**src/rtl/alu_issue_ctrl.sv**
```systemverilog
// alu_issue_ctrl: command FIFO plus issue/capture sequencer around a
// combinational alu. Commands {op1, op2, opcode} are buffered, issued one at
// a time through registered operand/operation outputs, and the alu result is
// captured and handed downstream in command order.
// Optional feature macro: ALU_DIVZERO_TRAP_EN (divide/modulo-by-zero trap).
`timescale 1ns/1ps

module alu_issue_ctrl #(
    parameter int N     = 4,
    parameter int DEPTH = 4
) (
    input  logic                       clk,
    input  logic                       rst_n,
    input  logic                       in_valid,
    output logic                       in_ready,
    input  logic [N-1:0]               in_op1,
    input  logic [N-1:0]               in_op2,
    input  logic [3:0]                 in_opcode,
    output logic [N-1:0]               operand1,
    output logic [N-1:0]               operand2,
    output logic [N-1:0]               operation,
    input  logic [2*N-1:0]             alu_out,
    output logic                       out_valid,
    input  logic                       out_ready,
    output logic [2*N-1:0]             out_result,
    output logic [3:0]                 out_opcode,
    output logic                       out_err,
    output logic [$clog2(DEPTH+1)-1:0] fifo_count
);

    localparam int PW = (DEPTH > 1) ? $clog2(DEPTH) : 1;
    localparam int CW = $clog2(DEPTH + 1);

    typedef enum logic [1:0] {
        S_IDLE = 2'd0,
        S_EXEC = 2'd1,
        S_WAIT = 2'd2
    } state_t;

    state_t          state_q, state_d;

    // Command storage; payload is not reset, only pointers and count are.
    logic [N-1:0]    op1_mem [DEPTH];
    logic [N-1:0]    op2_mem [DEPTH];
    logic [3:0]      opc_mem [DEPTH];
    logic [PW-1:0]   wr_ptr_q, rd_ptr_q;
    logic [CW-1:0]   count_q;

    logic [N-1:0]    operand1_q, operand2_q, operation_q;
    logic            out_valid_q;
    logic [2*N-1:0]  out_result_q;
    logic [3:0]      out_opcode_q;
    logic            out_err_q;

    logic            fifo_empty;
    logic            push;
    logic            pop;
    logic            load_res;
    logic            clr_valid;
    logic [2*N-1:0]  result_d;
    logic            err_d;

    assign fifo_empty = (count_q == '0);
    assign in_ready   = (count_q != CW'(DEPTH));
    assign push       = in_valid && in_ready;

    assign operand1   = operand1_q;
    assign operand2   = operand2_q;
    assign operation  = operation_q;
    assign out_valid  = out_valid_q;
    assign out_result = out_result_q;
    assign out_opcode = out_opcode_q;
    assign out_err    = out_err_q;
    assign fifo_count = count_q;

    // FSM state register.
    always_ff @(posedge clk or negedge rst_n) begin
        if (!rst_n) begin
            state_q <= S_IDLE;
        end else begin
            state_q <= state_d;
        end
    end

    // FSM next-state: issue when work is queued, wait for the consumer after capture.
    always_comb begin
        state_d = state_q;
        case (state_q)
            S_IDLE: if (!fifo_empty) state_d = S_EXEC;
            S_EXEC: state_d = S_WAIT;
            S_WAIT: begin
                if (out_ready) begin
                    state_d = fifo_empty ? S_IDLE : S_EXEC;
                end
            end
            default: state_d = S_IDLE;
        endcase
    end

    // FSM outputs: pop the FIFO head on issue, capture in EXEC, drop valid on consume.
    always_comb begin
        pop       = 1'b0;
        load_res  = 1'b0;
        clr_valid = 1'b0;
        case (state_q)
            S_IDLE: pop = !fifo_empty;
            S_EXEC: load_res = 1'b1;
            S_WAIT: begin
                clr_valid = out_ready;
                pop       = out_ready && !fifo_empty;
            end
            default: ;
        endcase
    end

    // Result selection; the optional trap replaces a divide/modulo by zero.
`ifdef ALU_DIVZERO_TRAP_EN
    always_comb begin
        err_d    = ((operation_q[3:0] == 4'b0011) || (operation_q[3:0] == 4'b0100))
                   && (operand2_q == '0);
        result_d = err_d ? '0 : alu_out;
    end
`else
    always_comb begin
        err_d    = 1'b0;
        result_d = alu_out;
    end
`endif

    // FIFO payload write.
    always_ff @(posedge clk) begin
        if (push) begin
            op1_mem[wr_ptr_q] <= in_op1;
            op2_mem[wr_ptr_q] <= in_op2;
            opc_mem[wr_ptr_q] <= in_opcode;
        end
    end

    // FIFO pointers and occupancy; simultaneous push/pop leaves the count unchanged.
    always_ff @(posedge clk or negedge rst_n) begin
        if (!rst_n) begin
            wr_ptr_q <= '0;
            rd_ptr_q <= '0;
            count_q  <= '0;
        end else begin
            if (push) wr_ptr_q <= wr_ptr_q + PW'(1);
            if (pop)  rd_ptr_q <= rd_ptr_q + PW'(1);
            case ({push, pop})
                2'b10:   count_q <= count_q + CW'(1);
                2'b01:   count_q <= count_q - CW'(1);
                default: count_q <= count_q;
            endcase
        end
    end

    // Issue registers: load the FIFO head on pop, otherwise hold the last issued command.
    always_ff @(posedge clk or negedge rst_n) begin
        if (!rst_n) begin
            operand1_q  <= '0;
            operand2_q  <= '0;
            operation_q <= '0;
        end else if (pop) begin
            operand1_q  <= op1_mem[rd_ptr_q];
            operand2_q  <= op2_mem[rd_ptr_q];
            operation_q <= N'(opc_mem[rd_ptr_q]);
        end
    end

    // Result registers: capture at the end of EXEC, hold stable until consumed.
    always_ff @(posedge clk or negedge rst_n) begin
        if (!rst_n) begin
            out_valid_q  <= 1'b0;
            out_result_q <= '0;
            out_opcode_q <= '0;
            out_err_q    <= 1'b0;
        end else if (load_res) begin
            out_valid_q  <= 1'b1;
            out_result_q <= result_d;
            out_opcode_q <= operation_q[3:0];
            out_err_q    <= err_d;
        end else if (clr_valid) begin
            out_valid_q  <= 1'b0;
        end
    end

endmodule
```
**config.mk**
```make
export PLATFORM = sky130hd
export DESIGN_NAME = alu_issue_ctrl
export DESIGN_NICKNAME = d
export VERILOG_FILES = /design/src/rtl/alu_issue_ctrl.sv
export SDC_FILE = /design/constraint.sdc
export NUM_CORES = 1
export LEC_CHECK = 0
export ABC_AREA = 1
export CAP_MARGIN = 15
export CORE_MARGIN = 2
export CORE_UTILIZATION = 50
export CTS_BUF_LIST = sky130_fd_sc_hd__clkbuf_8
export CTS_CLUSTER_SIZE = 20
export DETAILED_ROUTE_END_ITERATION = 16
export PLACE_DENSITY_LB_ADDON = 0.3
export SETUP_SLACK_MARGIN = 0.4
export SLEW_MARGIN = 20
export SYNTH_ARGS = -nofsm -noshare
export SYNTH_HDL_FRONTEND = slang
export SYNTH_SLANG_ARGS = --single-unit
```
**constraint.sdc**
```tcl
create_clock -name clk -period 2 [get_ports clk]
set_clock_uncertainty 0.05 [all_clocks]
set_input_delay 0.5 -clock clk [delete_from_list [all_inputs] [get_ports clk]]
set_output_delay 0.5 -clock clk [all_outputs]
set_load 0.005 [all_outputs]
```
==> results.txt, run 1 <==
status: completed
Area contributors post-synth: edfxtp_1 (41%), dfrtp_1 (24%), nand2_1 (16%)
Cell variety after synth: 21
WHS Endpoint: out_result[2]
maxcap violations: 0
global-route wire length before repair: 11,000 um
cells on worst reg2reg path: 9
Critical Path Fanout Max: 3
Final min period: 1750 ps
post-route ant nets: 0
Synth Register Bits: 82
period utilization: 87.4%
switching portion of total power: 36.0%
static leakage: 2.28 nW
combinational power share: 44.3%
Psw: 2.53 mW
vias in the first global route: 2,422
Power per Cell Area: 1510 nW/um^2
Hold Crit Class: reg -> reg
final hold violations: 0
Tot GR Track Use: 19.2%
RSZ-0062 raised after global routing: yes
Die W: 87.8 um
Placeable Area: 6790 sq um
Die Y-Extent: 87.8 um
Seq pwr share: 37.0%
CP required: 2200 ps
most common cell after layout, fill and taps aside: nand2_1
CTS root buf: clkbuf_8
hold depth: 2
f_max: 572 MHz
critical path arrival: 1950 ps
CP max stage delay: 410 ps
top sig layer: met4
antenna violations before repair: 0
Rows: 30
routability cong.: 0.735
Worst setup EP type: register
synth warn: 0
# fillers: 511
Clock Path Buffers: 2
Worst Hold Launch: out_result[2]
drt first pass iters: 4
TritonCTS buffer count: 9
largest net degree at the start of global routing: 35
Mapped Area: 3510 sq um
most frequent cells in the layout: nand2_1 (144), inv_1 (60), edfxtp_1 (48)
layout cell share with drive strength beyond 1: 16.8%
clock sink total: 82
later-pin clock latency in the skew report: 360 ps
startpoint types: register
pre-CTS setup slack: -227 ps
top cell type's share of synthesized area: 41.1%
Internal: 4.49 mW
routed vias/inst: 4.61
H-tree levels: 3
Crit Path Class: reg -> reg
# port buffers: 52
leading area contributor after synthesis: edfxtp_1
I/O pin cnt: 54
number of DRC markers in iteration 0: 80
CTS tree: built
M1 wire length: 2920 um
crit path from: fifo_count[1]
DP Wirelength: 4210 um
crit path cell chain: inv_2 -> nand3_4 -> inv_4 -> nor2_4 -> ha_4 -> fa_2 -> nand2_2 -> nand3_2 -> xor2_1
R2R Path Start: fifo_count[1]
slowest CP cell: dfrtp_1
setup TNS: 0 ps
Nets: 472
Net Count, Synth: 389
starting density of the core: 51.7%
DR WL met2: 3610 um
routed wire length: 7010 um
clk slew on worst S/H paths: 80 ps
worst r2r dst: fifo_count[2]
vias post-DR: 2,502
die area: 7710 sq um
Congestion Overflow GR: 0
Seq/Total Area, Yosys: 65.3%
Clk pwr share: 18.7%
drt wl/cell: 12.9 um
DRC: 0
Worst Setup Slack, final: 252 ps
Layout area overhead: 32.4%
peak supply drop: 0.603 mV
met3 wire length: 389 um
Tot Pwr: 7.02 mW
final setup vio count: 0
n_diodes: 0
Post-Syn Instances: 359
average cell area after synthesis: 9.78 sq um
max-slew violation count: 0
r2r setup slk: 250 ps
## layer usage
layer  track usage [%]  vias to the layer above
li1                  -                     1261
met1              21.9                     1182
met2              33.5                       52
met3              6.31                        7
met4              7.41                        0
met5                 0                        -
## worst max-delay path by stage
stage | to | slack (ps) | cells after the start
after CTS | in_ready | 210 | 3
after detailed placement | fifo_count[2] | -230 | 8
after global routing | fifo_count[2] | 200 | 9
final | fifo_count[2] | 250 | 9
after floorplan | fifo_count[2] | 230 | 10
after global placement | fifo_count[2] | -170 | 8
## worst max-delay path: cells and delay by family (launching register included)
family / cells / cell delay [ps]
fa+ha+maj: 2 / 500
flops: 1 / 410
simple gates: 4 / 300
buf+inv: 2 / 190
xor+xnor: 1 / 160
## cell families (layout without fill, tap and decap cells)
family | after synthesis | count (layout) | synth area share [%]
other | 1 | 1 | 0.107
XOR/XNOR | 4 | 4 | 0.998
AND/OR/NAND/NOR | 184 | 184 | 21.4
flip-flops | 82 | 82 | 65.3
buffers and inverters | 79 | 167 | 9.34
AO/OA/AOI/OAI | 3 | 3 | 0.535
adder cells (fa/ha/maj) | 6 | 6 | 2.35
## synth_stat cells
cell	number
xnor2_1	1
nand3_2	2
nor2_1	6
nor2_2	1
o21ai_2	1
nand3_1	28
o21ai_0	2
xor2_1	3
inv_1	63
nor2_4	1
buf_6	1
conb_1	1
dfrtp_1	34
nand2_2	1
edfxtp_1	48
ha_1	5
buf_4	4
inv_2	4
fa_1	1
buf_2	7
nand2_1	145
## cell type report
type	instances	area (sq um)	area share, %
multi-input cells	198	951	20.5
clock buffers	10	138	2.96
repair buffers	84	811	17.4
clock inverters	6	81.3	1.75
flip-flops and latches	82	2290	49.4
well taps	96	120	2.58
inverters	67	254	5.46
## through the flow
| step | instance area [sq um] | hold slack [ps] | util (%) | std cells |
|---|---|---|---|---|
| final | 4650 | 416 | 68.4 | 543 |
| after global routing | 4650 | 444 | 68.4 | 543 |
| after CTS | 4560 | 422 | 67.2 | 535 |
| after detailed placement | 4270 | 408 | 62.9 | 507 |
| after global placement | 4270 | 403 | 62.9 | 507 |
| after floorplan | 3540 | 154 | - | 359 |
## power groups by stage
stage / clock, mW / combinational (mW) / sequential (mW)
after floorplan: 0 / 1.64 / 2.66
after global placement: 0 / 2.77 / 2.64
after detailed placement: 0 / 2.87 / 2.66
after CTS: 1.33 / 2.94 / 2.59
after global routing: 1.40 / 3.49 / 2.65
final: 1.31 / 3.11 / 2.60
## repair_timing
| item | in CTS | in global routing |
|---|---|---|
| pin swaps | 1 | 2 |
| hold buffers | 0 | 0 |
| resized for setup | 39 | 22 |
| setup endpoints to repair | 31 | 15 |
| buffers inserted | 12 | 8 |
## flip-flops by register name, indices dropped and copies added (netlist names)
signal      flops
operand1        4
operand2        4
state_q         2
op2_mem        16
wr_ptr_q        2
fifo_count      3
out_opcode      4
out_valid       1
operation       4
out_result      8
rd_ptr_q        2
op1_mem        16
opc_mem        16
Note: power is estimated with default switching activity, not from simulation.
==> inputs of run 2 (changes only) <==
--- a/config.mk
+++ b/config.mk
@@ -12,6 +12,7 @@
 export CTS_BUF_LIST = sky130_fd_sc_hd__clkbuf_8
 export CTS_CLUSTER_SIZE = 20
 export DETAILED_ROUTE_END_ITERATION = 16
+export HOLD_SLACK_MARGIN = 0.05
 export PLACE_DENSITY_LB_ADDON = 0.3
 export SETUP_SLACK_MARGIN = 0.4
 export SLEW_MARGIN = 20
==> results of run 2 <==
The final DEF is identical to that of run 1; final timing and power are the same.
==> inputs of run 3 (changes only) <==
--- a/config.mk
+++ b/config.mk
@@ -13,6 +13,7 @@
 export CTS_CLUSTER_SIZE = 20
 export DETAILED_ROUTE_END_ITERATION = 16
 export HOLD_SLACK_MARGIN = 0.05
+export MAX_ROUTING_LAYER = met4
 export PLACE_DENSITY_LB_ADDON = 0.3
 export SETUP_SLACK_MARGIN = 0.4
 export SLEW_MARGIN = 20
==> run 3 against run 2 <==
Global-route usage up 0.49 points. Cell count stayed put. First-iteration DRC count up 7.5%. Non-clock buffer count unchanged. Total power increased by 0.73%. Critical endpoint is now in_ready. Sequential cell count did not move. Routed wire length up 1.4%. Sequential share of layout area fell by 0.17 points. Register-to-register slack hardly changed. Final area rose by 0.35%. Sequential power barely moved. Die area stayed put.
==> results.txt, run 3 (synthesis gave the netlist of run 1 again) <==
status: completed
Worst setup EP type: output pin
WHS Endpoint: out_result[2]
Clock Path Buffers: 2
later-pin clock latency in the skew report: 350 ps
pre-CTS setup slack: -227 ps
Tot GR Track Use: 19.7%
DP Wirelength: 4210 um
hold depth: 2
vias in the first global route: 2,425
most common cell after layout, fill and taps aside: nand2_1
biggest regs: op1_mem x16, op2_mem x16, opc_mem x16
R2R Path Start: fifo_count[0]
CP required: 1450 ps
Crit Path Class: reg -> out
drt first pass iters: 4
worst r2r dst: fifo_count[2]
RSZ-0062 raised after global routing: yes
routed vias/inst: 4.60
Placeable Area: 6790 sq um
slowest CP cell: dfrtp_2
H-tree levels: 3
non-filler cells, final: 543
crit path cell chain: inv_2 -> nand3_4 -> clkdlybuf4s15_1
routed wire length: 7110 um
Worst Setup Slack, final: 244 ps
n_diodes: 0
number of DRC markers in iteration 0: 86
Critical Path Fanout Max: 3
DRC: 0
Buf+Inv Stages, Crit Path: 2
drt wl/cell: 13.1 um
Rows: 30
Final min period: 1760 ps
starting density of the core: 51.7%
most frequent cells in the layout: nand2_1 (143), inv_1 (60), edfxtp_1 (48)
clk slew on worst S/H paths: 80 ps
clock sink total: 82
final setup vio count: 0
# fillers: 506
maxcap violations: 0
Nets: 472
combinational power share: 44.7%
layout cell share with drive strength beyond 1: 16.8%
Congestion Overflow GR: 0
Clk pwr share: 18.4%
die area: 7710 sq um
routability cong.: 0.744
cells on worst reg2reg path: 10
critical path's top delay family: flip-flops
Power per Cell Area: 1520 nW/um^2
Die W: 87.8 um
f_max: 569 MHz
DP Cell Count: 507
I/O pin cnt: 54
Layout area overhead: 32.9%
largest net degree at the start of global routing: 35
period utilization: 87.8%
Psw: 2.55 mW
CTS root buf: clkbuf_8
critical path arrival: 1210 ps
static leakage: 2.29 nW
Internal: 4.52 mW
# port buffers: 52
switching portion of total power: 36.1%
global-route wire length before repair: 11,000 um
final hold violations: 0
peak supply drop: 0.603 mV
worst hold margin: 417 ps
Seq pwr share: 36.8%
antenna violations before repair: 0
TritonCTS buffer count: 9
startpoint types: register
Final Core Density: 68.7%
vias post-DR: 2,500
Tot Pwr: 7.07 mW
Die Y-Extent: 87.8 um
r2r setup slk: 260 ps
CTS tree: built
CP max stage delay: 430 ps
Worst Hold Launch: out_result[2]
crit path from: fifo_count[0]
Hold Crit Class: reg -> reg
max-slew violation count: 0
post-route ant nets: 0
run 3: cell count changes in the layout (fill, tap and decap cells not counted), sizes merged:
cell / previous run / this run
clkdlybuf4s15: 8 / 6
buf: 34 / 33
dlygate4sd2: 18 / 23
clkbuf: 12 / 10
run 3: layer usage:
layer | GRT usage (%) | wire length, um
met2 | 33.5 | 3710
met3 | 5.18 | 384
met4 | 8.25 | 93
met5 | - | 0
met1 | 21.9 | 2920
run 3: repair_timing:
| action | 4_1_cts | 5_1_grt |
|---|---|---|
| hold buffers | 0 | 0 |
| buffers inserted | 12 | 8 |
| setup endpoints to repair | 31 | 12 |
| resized for setup | 39 | 16 |
| pin swaps | 1 | 1 |
run 3: power by group through the flow:
stage	combinational, mW	clock, mW	sequential (mW)
floorplan	1.64	0	2.66
CTS	2.94	1.33	2.59
global placement	2.77	0	2.64
detailed placement	2.87	0	2.66
finish	3.16	1.30	2.60
global route	3.56	1.40	2.65
run 3: through the flow:
step	setup TNS, ps	area (sq um)
finish	0	4670
global route	0	4670
CTS	0	4560
detailed placement	-421	4270
global placement	-291	4270
floorplan	0	3540
run 3: area by class of cell:
class / count / area (sq um) / area share, %
sequential: 82 / 2290 / 49.2
timing repair buffer: 84 / 821 / 17.6
tap: 96 / 120 / 2.57
clock buffer: 10 / 138 / 2.95
inverter: 67 / 254 / 5.44
clock inverter: 6 / 81.3 / 1.74
multi-input combinational: 198 / 957 / 20.5
run 3: worst max path at each step:
stage	endpoint	slack (ps)	cells past startpoint
floorplan	fifo_count[2]	230	10
global placement	fifo_count[2]	-170	8
detailed placement	fifo_count[2]	-230	8
CTS	in_ready	210	3
global route	fifo_count[2]	170	10
finish	in_ready	240	3
run 3: worst min-delay path, stage by stage (launching register included):
cell and delay (ps):
dfrtp_1 340, nand2_1 50, nand2_1 50
